File: config.mk
export PLATFORM = sky130hd
export DESIGN_NAME = bool_bundle_scheduler
export DESIGN_NICKNAME = d
export VERILOG_FILES = /design/src/rtl/bool_bundle_scheduler.sv
export SDC_FILE = /design/constraint.sdc
export NUM_CORES = 1
export LEC_CHECK = 0
export ABC_AREA = 0
export CELL_PAD_IN_SITES_DETAIL_PLACEMENT = 1
export CELL_PAD_IN_SITES_GLOBAL_PLACEMENT = 2
export CORE_ASPECT_RATIO = 0.8
export CORE_MARGIN = 4
export CORE_UTILIZATION = 25
export CTS_BUF_LIST = sky130_fd_sc_hd__clkbuf_16
export DETAILED_ROUTE_END_ITERATION = 8
export HOLD_SLACK_MARGIN = 0.03
export PLACE_DENSITY_LB_ADDON = 0.1
export SKIP_CTS_REPAIR_TIMING = 1
export SYNTH_ARGS = -nofsm -noshare
export SYNTH_HDL_FRONTEND = slang
export SYNTH_SLANG_ARGS = --single-unit
File: constraint.sdc
create_clock -name clk_scheduler -period 3.4 [get_ports clk_scheduler]
set_clock_uncertainty 0.2 [all_clocks]
set_input_delay 0.51 -clock clk_scheduler [delete_from_list [all_inputs] [get_ports clk_scheduler]]
set_output_delay 0.51 -clock clk_scheduler [all_outputs]
set_load 0.05 [all_outputs]
File: src/rtl/bool_bundle_scheduler.sv
// Packs up to three same-FL Boolean symbols into one stage_1 issue.
// CDF symbols pass through alone; order kept, valid/ready on both sides.
module bool_bundle_scheduler #(
  parameter int RANGE_WIDTH  = 16,
  parameter int SYMBOL_WIDTH = 4,
  parameter int TIMEOUT      = 8,
  parameter int TIMER_WIDTH  = 4
) (
  input  logic                    clk_scheduler,
  input  logic                    reset_scheduler,
  input  logic                    in_valid,
  output logic                    in_ready,
  input  logic                    in_bool,
  input  logic                    in_last,
  input  logic [RANGE_WIDTH-1:0]  in_fl,
  input  logic [RANGE_WIDTH-1:0]  in_fh,
  input  logic [SYMBOL_WIDTH-1:0] in_symbol,
  input  logic [SYMBOL_WIDTH:0]   in_nsyms,
  output logic                    out_valid,
  input  logic                    out_ready,
  output logic [RANGE_WIDTH-1:0]  out_fl,
  output logic [RANGE_WIDTH-1:0]  out_fh,
  output logic [SYMBOL_WIDTH:0]   out_nsyms,
  output logic [SYMBOL_WIDTH-1:0] out_symbol_1,
  output logic [SYMBOL_WIDTH-1:0] out_symbol_2,
  output logic [SYMBOL_WIDTH-1:0] out_symbol_3,
  output logic                    out_bool_flag_1,
  output logic                    out_bool_flag_2,
  output logic                    out_bool_flag_3,
  output logic [1:0]              out_count
);

  typedef enum logic [1:0] {EMPTY, ONE, TWO} state_e;

  localparam logic [TIMER_WIDTH-1:0] TO_LIM = TIMER_WIDTH'(TIMEOUT);
  localparam logic [TIMER_WIDTH-1:0] T_MAX  = '1;
  localparam logic [SYMBOL_WIDTH:0]  BOOL_NS = (SYMBOL_WIDTH+1)'(2);

  state_e                  state_q, state_d;
  logic [RANGE_WIDTH-1:0]  acc_fl_q, acc_fl_d, acc_fh_q, acc_fh_d;
  logic [SYMBOL_WIDTH-1:0] acc_s1_q, acc_s1_d, acc_s2_q, acc_s2_d;
  logic [TIMER_WIDTH-1:0]  timer_q, timer_d;
  logic                    ov_q, ov_d;
  logic [RANGE_WIDTH-1:0]  ofl_q, ofl_d, ofh_q, ofh_d;
  logic [SYMBOL_WIDTH:0]   ons_q, ons_d;
  logic [SYMBOL_WIDTH-1:0] os1_q, os1_d, os2_q, os2_d, os3_q, os3_d;
  logic                    of1_q, of1_d, of2_q, of2_d, of3_q, of3_d;
  logic [1:0]              ocnt_q, ocnt_d;

  logic out_free, compat, flush;
  logic r_flush, r_app, r_close, r_cdf;

  assign out_free = !ov_q || out_ready;
  assign compat   = in_bool && (state_q == EMPTY || in_fl == acc_fl_q);
  assign r_flush  = !compat && state_q != EMPTY;
  assign r_app    = compat && state_q != TWO && !in_last;
  assign r_close  = compat && (state_q == TWO || in_last);
  assign r_cdf    = !in_bool && state_q == EMPTY;

  always_comb begin
    state_d  = state_q;
    acc_fl_d = acc_fl_q;
    acc_fh_d = acc_fh_q;
    acc_s1_d = acc_s1_q;
    acc_s2_d = acc_s2_q;
    timer_d  = timer_q;
    ov_d     = ov_q;
    ofl_d    = ofl_q;
    ofh_d    = ofh_q;
    ons_d    = ons_q;
    os1_d    = os1_q;
    os2_d    = os2_q;
    os3_d    = os3_q;
    of1_d    = of1_q;
    of2_d    = of2_q;
    of3_d    = of3_q;
    ocnt_d   = ocnt_q;
    in_ready = 1'b0;
    flush    = 1'b0;
    if (ov_q && out_ready) ov_d = 1'b0;
    if (in_valid) begin
      unique case (1'b1)
        r_flush: flush = out_free;
        r_app: begin
          in_ready = 1'b1;
          timer_d  = '0;
          if (state_q == EMPTY) begin
            acc_fl_d = in_fl;
            acc_fh_d = in_fh;
            acc_s1_d = in_symbol;
            state_d  = ONE;
          end else begin
            acc_s2_d = in_symbol;
            state_d  = TWO;
          end
        end
        r_close: begin
          in_ready = out_free;
          if (out_free) begin
            ov_d    = 1'b1;
            timer_d = '0;
            state_d = EMPTY;
            ofl_d   = (state_q == EMPTY) ? in_fl : acc_fl_q;
            ofh_d   = (state_q == EMPTY) ? in_fh : acc_fh_q;
            ons_d   = BOOL_NS;
            os1_d   = in_symbol;
            os2_d   = '0;
            os3_d   = '0;
            of1_d   = 1'b0;
            of2_d   = 1'b1;
            of3_d   = 1'b1;
            ocnt_d  = 2'd1;
            if (state_q == ONE) begin
              os1_d  = acc_s1_q;
              os2_d  = in_symbol;
              of2_d  = 1'b0;
              ocnt_d = 2'd2;
            end
            if (state_q == TWO) begin
              os1_d  = acc_s1_q;
              os2_d  = acc_s2_q;
              os3_d  = in_symbol;
              of2_d  = 1'b0;
              of3_d  = 1'b0;
              ocnt_d = 2'd3;
            end
          end
        end
        r_cdf: begin
          in_ready = out_free;
          if (out_free) begin
            ov_d   = 1'b1;
            ofl_d  = in_fl;
            ofh_d  = in_fh;
            ons_d  = in_nsyms;
            os1_d  = in_symbol;
            os2_d  = '0;
            os3_d  = '0;
            of1_d  = 1'b1;
            of2_d  = 1'b1;
            of3_d  = 1'b1;
            ocnt_d = 2'd1;
          end
        end
        default: ;
      endcase
    end else if (state_q != EMPTY) begin
      if (timer_q >= TO_LIM && out_free) flush = 1'b1;
      else if (timer_q != T_MAX) timer_d = timer_q + 1'b1;
    end
    // Partial bundle leaves with only the held symbols enabled
    if (flush) begin
      ov_d    = 1'b1;
      state_d = EMPTY;
      timer_d = '0;
      ofl_d   = acc_fl_q;
      ofh_d   = acc_fh_q;
      ons_d   = BOOL_NS;
      os1_d   = acc_s1_q;
      os2_d   = (state_q == TWO) ? acc_s2_q : '0;
      os3_d   = '0;
      of1_d   = 1'b0;
      of2_d   = (state_q != TWO);
      of3_d   = 1'b1;
      ocnt_d  = (state_q == TWO) ? 2'd2 : 2'd1;
    end
  end

  always_ff @(posedge clk_scheduler or posedge reset_scheduler) begin
    if (reset_scheduler) begin
      state_q  <= EMPTY;
      acc_fl_q <= '0;
      acc_fh_q <= '0;
      acc_s1_q <= '0;
      acc_s2_q <= '0;
      timer_q  <= '0;
      ov_q     <= 1'b0;
      ofl_q    <= '0;
      ofh_q    <= '0;
      ons_q    <= '0;
      os1_q    <= '0;
      os2_q    <= '0;
      os3_q    <= '0;
      of1_q    <= 1'b1;
      of2_q    <= 1'b1;
      of3_q    <= 1'b1;
      ocnt_q   <= '0;
    end else begin
      state_q  <= state_d;
      acc_fl_q <= acc_fl_d;
      acc_fh_q <= acc_fh_d;
      acc_s1_q <= acc_s1_d;
      acc_s2_q <= acc_s2_d;
      timer_q  <= timer_d;
      ov_q     <= ov_d;
      ofl_q    <= ofl_d;
      ofh_q    <= ofh_d;
      ons_q    <= ons_d;
      os1_q    <= os1_d;
      os2_q    <= os2_d;
      os3_q    <= os3_d;
      of1_q    <= of1_d;
      of2_q    <= of2_d;
      of3_q    <= of3_d;
      ocnt_q   <= ocnt_d;
    end
  end

  assign out_valid       = ov_q;
  assign out_fl          = ofl_q;
  assign out_fh          = ofh_q;
  assign out_nsyms       = ons_q;
  assign out_symbol_1    = os1_q;
  assign out_symbol_2    = os2_q;
  assign out_symbol_3    = os3_q;
  assign out_bool_flag_1 = of1_q;
  assign out_bool_flag_2 = of2_q;
  assign out_bool_flag_3 = of3_q;
  assign out_count       = ocnt_q;

endmodule

; Yosys cells after proc, flatten, opt, wreduce, memory -nomap -nowiden
; Index checks and enable logic that the tools add are counted.
[word_totals]
reg_bits = 101
latchBits = 0
ramBits = 0
mem_bits_ro = 0
inputBits = 47
output_inout_bits = 56
n_memories = 0
[classes]
addsub = 1
n_mul = 0
div = 0
n_lt_le_gt_ge = 1
eq_ne = 10
shift = 0
mux = 83
bitwise = 1
n_reduce_logical = 29
[op_table]
columns = operator, count
row1 = $mux 16, 10
row2 = $mux 4, 22
row3 = $pmux 16 s2, 2
row4 = $pmux 4 s2, 4
row5 = $mux 1, 23
row6 = $mux 2, 11
row7 = $mux 5, 4
row8 = $eq 16x16->1, 1
row9 = $reduce_bool 3->1, 4
row10 = $pmux 5 s2, 1
row11 = $ne 3x3->1 const B, 3
row12 = $reduce_and 3->1, 3
row13 = $logic_and 1x1->1, 8
row14 = $ne 4x4->1 const B, 2
row15 = $pmux 1 s2, 4
row16 = $pmux 2 s2, 2
row17 = $reduce_and 5->1, 1
row18 = $add 4x1->4 const B, 1
row19 = $ge 4x4->1 const B, 1
row20 = $logic_not 1->1, 4
row21 = $ne 4x1->1 const B, 1
row22 = $reduce_and 4->1, 1
row23 = $reduce_bool 2->1, 2
row24 = $logic_or 1x1->1, 3
row25 = 7 further kinds, 7

; Logic depth before layout (Yosys ltp)
; Gate-level depths: netlist (run 1).
[depth]
ltp_word = 9
depth_mapped = 9

; Least setup slack after synthesis (run 1)
; Ideal clock, no wire load.
[synth_path]
path_type = reg2out
start = reg state_q[0]
end = out in_ready
arrival_ps = 1911
setup_slack_ps = 779
path_stages_with_launch = 7
path_cell_list = dfrtp_1 inv_1 ha_1 buf_2 buf_2 clkbuf_1 o211a_1
[synth_between]
elab_chain_len = 7
word_cells_on_any_way = 13
classes_between = 2 x eq/ne / 2 x mux / 9 x reduce/logical
[synth_rtl]
columns = item, line
row1 = from (decl), 39  ; state_e state_q, state_d;
row2 = from (signal assigned), 189  ; state_q <= state_d;
row3 = $logic_not 2->1, "54, 58"
row4 = $logic_or 1x1->1, 54  ; assign compat = in_bool && (state_q == EMPTY || in_fl == acc_fl_q);
row5 = $logic_and 1x1->1, 54
row6 = "$logic_and 1x1->1, on equally long branches", "57, 56"
row7 = $reduce_or 2->1 (no line) or $logic_and 1x1->1 (tied branches), -
row8 = $pmux 1 s2 (*), 82  ; unique case (1'b1)
row9 = $mux 1 (*), 81  ; if (in_valid) begin
row10 = to (decl), 12  ; output logic in_ready,
; Mark *: on every way between the ends. The rest lies on a longest branch, timed or not.

; Worst setup path after layout (run 1)
[layout_path]
start = in in_fl[0]
end = out in_ready
[layout_between]
elab_chain_len = 7
word_cells_on_any_way = 9
classes_between = 1 x eq/ne / 2 x mux / 6 x reduce/logical
[layout_rtl]
columns = item, line
row1 = from (decl), 15  ; input logic [RANGE_WIDTH-1:0] in_fl,
row2 = $eq 16x16->1 (*), 54
row3 = $logic_or 1x1->1 (*), 54
row4 = $logic_and 1x1->1 (*), 54
row5 = "$logic_and 1x1->1, on equally long branches", "57, 56"
row6 = $reduce_or 2->1 (no line) or $logic_and 1x1->1 (tied branches), -
row7 = $pmux 1 s2 (*), 82
row8 = $mux 1 (*), 81
; Marked as above.

==> flow_summary.toml, run 1 <==
[grt]
grt_pass1_vias = 3796
grtUsageTotal_pct = 12.9
grt_max_degree = 73
antenna_found_initial = 0
grt_overflow = 0
grt_pass1_wl_um = 21200

[route]
initialDrtViolationCount = 86
avgViaCountPerCell = 4.42
route.detailed.drc = 0
wl_per_cell_um = 16.6
postRouteAntennaNets = 0
dr.pass1.iters = 4
routed_wl_um = 12900
routed-via-count = 3422

[floorplan]
io_pins = 103
start_util_pct = 25.7
die_y_um = 131
coreArea_mm2 = 0.0183
die_area_mm2 = 0.0211
die_w_um = 162
fp-row-count = 44

[pwr]
p_leak_nw = 2.70
ir_drop_uv = 467
powerDensity_mw_per_mm2 = 1070

[sta]
finalHoldViolCount = 0
fmax_ghz = 0.303
period_needed_ns = 3.30
tightest_slew_ns = 0.572
timing.slew.headroom_pct = 61.9
drv_slew = 0
fin_crit_sh_pct = 97.2
setup_viol = 0
setup_tns_ns = 0
rsz0062_at_grt = "false"

[critical_path]
end_kind = "output pin"
crit_required_ns = 2.69
critPathArrivalTime_ns = 2.59
path_class = "input port to output pin"
regToRegSetupSlack_ns = 0.66
crit_path_start_kind = "input port"
path_max_fanout = 3

[cells_and_area]
drive_gt1_share_pct = 15.5
ff_latch_area_mm2 = 0.00253
multi_input_area_mm2 = 0.00202
area_delta_synth_final_pct = 35.8
final_area_mm2 = 0.00641
final_common_cell = "clkdlybuf4s50_1"
final_cell_mix = "clkdlybuf4s50_1 (101), dfrtp_1 (98), nor2_1 (47)"
antennaDiodeCount = 0
fin_nets = 571
nFillCells = 2005

[synthesis]
syn_nets = 468
synth_ff_type = "dfrtp_1"
synth-seq-cells = 101
async_reset_ff_share_pct = 100
synth-seq-area-share_pct = 53.6
synthCells = 414
ys_warn_count = 0
avgSynthCellArea_um2 = 11.4
synth.distinct_cells = 43
ys_top_cells_by_area = "dfrtp_1 (52%), mux2_2 (9.5%), mux2i_1 (8.3%)"
synth_area_leader_cell = "dfrtp_1"
synth_edf_count = 0
synthDominantCellAreaShare_pct = 52.0
syn_area_mm2 = 0.00472

[cts]
cts_buffers = 9
insertion_delay_ns = 0.35
root_buffer = "clkbuf_16"
clkTransAtPathRegs_ns = 0.07
cts_max_level = 3
clockBufferDepth = 2
cts_tree = "built"
cts_sinks = 101

[place]
dp_hpwl_um = 8850
placed_area_mm2 = 0.00610
portBuffers = 102
gp_congestion = 0.751

[flow_run]
max-cap-violations = 0

[run_status]
status = "finished, final reports clean"

[worst_hold_path]
min_path_type = "input port to asynchronous set/reset pin"
-- worst max-delay path, stage by stage --
cell             delay (ns)
clkdlybuf4s50_1        0.46
xnor2_1                0.38
nand4_1                0.26
nor4_4                 0.38
and2_1                 0.26
o211a_1                0.20
buf_12                 0.14
-- cells by family (layout without fill, tap and decap cells) --
group | count (synthesis) | in the layout | share of synthesized area, %
XOR/XNOR | 16 | 16 | 2.97
AO/OA/AOI/OAI | 75 | 75 | 9.36
flip-flops | 101 | 101 | 53.6
adder cells (fa/ha/maj) | 7 | 7 | 1.86
multiplexers | 82 | 82 | 18.8
buffers and inverters | 39 | 146 | 3.82
AND/OR/NAND/NOR | 94 | 94 | 9.57
-- metal layers --
metal	track usage [%]	vias to the layer above	share of wire [%]
met5	0	-	0
met4	2.86	0	0.89
met3	4.36	8	5.9
met2	19.9	74	43
met1	17.6	1696	50
li1	-	1644	-
-- stage by stage --
step                      power [W]  instances  hold slack [ns]  util [%]  setup WS [ns]
after global routing        0.00733        774            0.318      34.9         0.0202
after floorplan             0.00460        414            0.279         -         0.0478
after detailed placement    0.00583        759            0.296      33.3         0.0497
after CTS                   0.00697        774            0.310      34.9         0.0917
final                       0.00685        774            0.308      34.9         0.0957
after global placement      0.00578        759            0.286      33.3          0.114
-- synth_stat cells (all sizes together), types with 3 or more instances --
| library cell | number |
|---|---|
| nand2 | 13 |
| buf | 13 |
| o22ai | 5 |
| dfstp | 3 |
| dfrtp | 98 |
| mux2 | 43 |
| xnor2 | 16 |
| mux2i | 39 |
| a21oi | 42 |
| o21ai | 10 |
| a31oi | 7 |
| nand3 | 9 |
| clkbuf | 10 |
| nand4 | 4 |
| inv | 16 |
| ha | 7 |
| nand3b | 7 |
| nor2 | 47 |
-- state kept, by name, indices dropped and copies added (netlist names), 4 cells and up --
name          count
out_symbol_1      4
acc_fh_q         16
out_nsyms         5
out_symbol_2      4
acc_s1_q          4
out_fh           16
out_symbol_3      4
timer_q           4
acc_fl_q         16
acc_s2_q          4
out_fl           16
-- worst paths after layout --
path,from,end,cells after the start
worst max-delay path,in_fl[0],in_ready,7
worst min-delay path,reset_scheduler,out_fh[3],2
worst max register to register,acc_fl_q[0],out_bool_flag_1,7
worst min register to register,out_bool_flag_3,out_bool_flag_3,2
max in group asynchronous,reset_scheduler,out_count[0],3
min in group clk_scheduler,out_bool_flag_3,out_bool_flag_3,2
-- area by class of cell --
class                   count  area share [%]
repair buffers            115            18.2
well taps                 253            4.94
clock inverters             6            1.27
inverters                  16           0.977
multi-input cells         274            31.6
flip-flops and latches    101            39.5
clock buffers               9            3.52
-- power by group --
group          leakage (nW)  total, W  switching (W)  internal [W]
registers              1.21   0.00212       0.000357       0.00177
clock network         0.158   0.00109       0.000453      0.000636
logic                  1.33   0.00363        0.00222       0.00141
total                  2.70   0.00685        0.00303       0.00382
(Power assumes the default switching activity.)
==> run 2, diff against run 1 <==
Settings changed: CORE_UTILIZATION 25 to 29, HOLD_SLACK_MARGIN 0.03 to 0.15, MAX_ROUTING_LAYER from default to met4.
==> flow_summary.toml, run 2 (synthesis gave the netlist of run 1 again) <==
[flow_run]
max-cap-violations = 0

[sta]
timing.slew.headroom_pct = 59.8
setup_tns_ns = 0
drv_slew = 0
rsz0062_at_grt = "false"
tightest_slew_ns = 0.601
setup_viol = 0
fmax_ghz = 0.314
setup_ws_ns = 0.212
period_needed_ns = 3.19
fin_crit_sh_pct = 93.8
finalHoldViolCount = 0

[floorplan]
die_area_mm2 = 0.0184
start_util_pct = 29.8
io_pins = 103
fp-row-count = 41
die_w_um = 151
coreArea_mm2 = 0.0159
die_y_um = 122

[critical_path]
path_class = "input port to output pin"
max_stage_delay_ns = 0.45
critPathArrivalTime_ns = 2.48
path_cells = "clkdlybuf4s50_1, xnor2_1, nand4_1, nor4_4, and2_1, o211a_1, buf_12"
crit_required_ns = 2.69
end_kind = "output pin"
path_max_fanout = 3
crit_slowest_cell = "clkdlybuf4s50_1"
crit_path_start_kind = "input port"

[cts]
cts_sinks = 101
insertion_delay_ns = 0.34
root_buffer = "clkbuf_16"
cts_tree = "built"
cts_buffers = 9
cts_max_level = 3
clockBufferDepth = 2
clkTransAtPathRegs_ns = 0.07

[grt]
grtUsageTotal_pct = 14.5
grt_overflow = 0
grt_max_degree = 74
antenna_found_initial = 1
grt_pass1_vias = 3697
grt_pass1_wl_um = 20200

[place]
dp_hpwl_um = 8510
gp_congestion = 0.764
portBuffers = 102
post-place-ws_ns = 0.153

[route]
route.detailed.drc = 0
initialDrtViolationCount = 100
avgViaCountPerCell = 4.61
dr.pass1.iters = 4
wl_per_cell_um = 16.8
routed_wl_um = 12300
routed-via-count = 3396
postRouteAntennaNets = 0

[cells_and_area]
nFillCells = 1688
drive_gt1_share_pct = 15.4
multi_input_area_mm2 = 0.00202
area_delta_synth_final_pct = 34.2
final_common_cell = "clkdlybuf4s50_1"
ff_latch_area_mm2 = 0.00253
fin_nets = 569
final_cell_mix = "clkdlybuf4s50_1 (101), dfrtp_1 (98), nor2_1 (47)"

[pwr]
ir_drop_uv = 443
powerDensity_mw_per_mm2 = 1080
total_power_w = 0.00683
p_leak_nw = 2.68

[run_status]
status = "finished, final reports clean"

[worst_hold_path]
min_path_type = "input port to asynchronous set/reset pin"
[run 2: cell count changes in the layout (fill, tap and decap cells not counted)]
cell,delta
buf_12,-2
clkinv_1,+1
diode_2,+1
inv_1,-1
inv_6,+1
[run 2: metal layers]
metal | routed length, um | part of all wire (%) | up-vias | global-route usage (%)
met5 | 0 | 0 | - | -
met4 | 111 | 0.90 | 0 | 3.23
met3 | 771 | 6.2 | 10 | 4.43
met2 | 5330 | 43 | 74 | 20.7
met1 | 6130 | 50 | 1670 | 20.3
li1 | - | - | 1642 | -
[run 2: final timing paths]
check                       slack (ns)  cells after the start            start          end
min in group clk_scheduler        0.31                      1      acc_fh_q[4]  acc_fh_q[4]
max in group asynchronous         1.95                      3  reset_scheduler  acc_s2_q[2]
setup / recovery                  0.21                      7         in_fl[0]     in_ready
hold reg to reg                   0.31                      1      acc_fh_q[4]  acc_fh_q[4]
hold / removal                    0.31                      2  reset_scheduler    out_fh[5]
setup reg to reg                  0.80                      8      acc_fl_q[0]    out_fh[7]
[run 2: metrics by stage]
step	cell area [um2]	std cells	hold WS, ns	util, %
2_1_floorplan	4720	414	0.279	-
3_3_place_gp	6010	719	0.286	37.9
3_5_place_dp	6010	719	0.297	37.9
4_1_cts	6330	735	0.311	39.9
5_1_grt	6330	736	0.322	39.9
6_report	6330	736	0.310	39.9
[run 2: where the power goes]
part	internal [W]	leakage [nW]	switching, W
clock	0.000643	0.159	0.000459
combinational	0.00139	1.31	0.00222
sequential	0.00177	1.21	0.000354
total	0.00380	2.68	0.00303
[run 2: area by class of cell]
| cell class | instances | share of cell area (%) |
|---|---|---|
| Inverter | 16 | 0.988 |
| Antenna cell | 1 | 0.0395 |
| Timing Repair Buffer | 113 | 17.8 |
| Tap cell | 215 | 4.25 |
| Multi-Input combinational cell | 274 | 32.0 |
| Sequential cell | 101 | 40.0 |
| Clock inverter | 7 | 1.42 |
| Clock buffer | 9 | 3.56 |
[run 2: critical path: cells and delay by family]
kind / cells / cell delay (ns)
simple gates: 3 / 0.88
compound gates: 1 / 0.20
buf+inv: 2 / 0.59
xor+xnor: 1 / 0.29
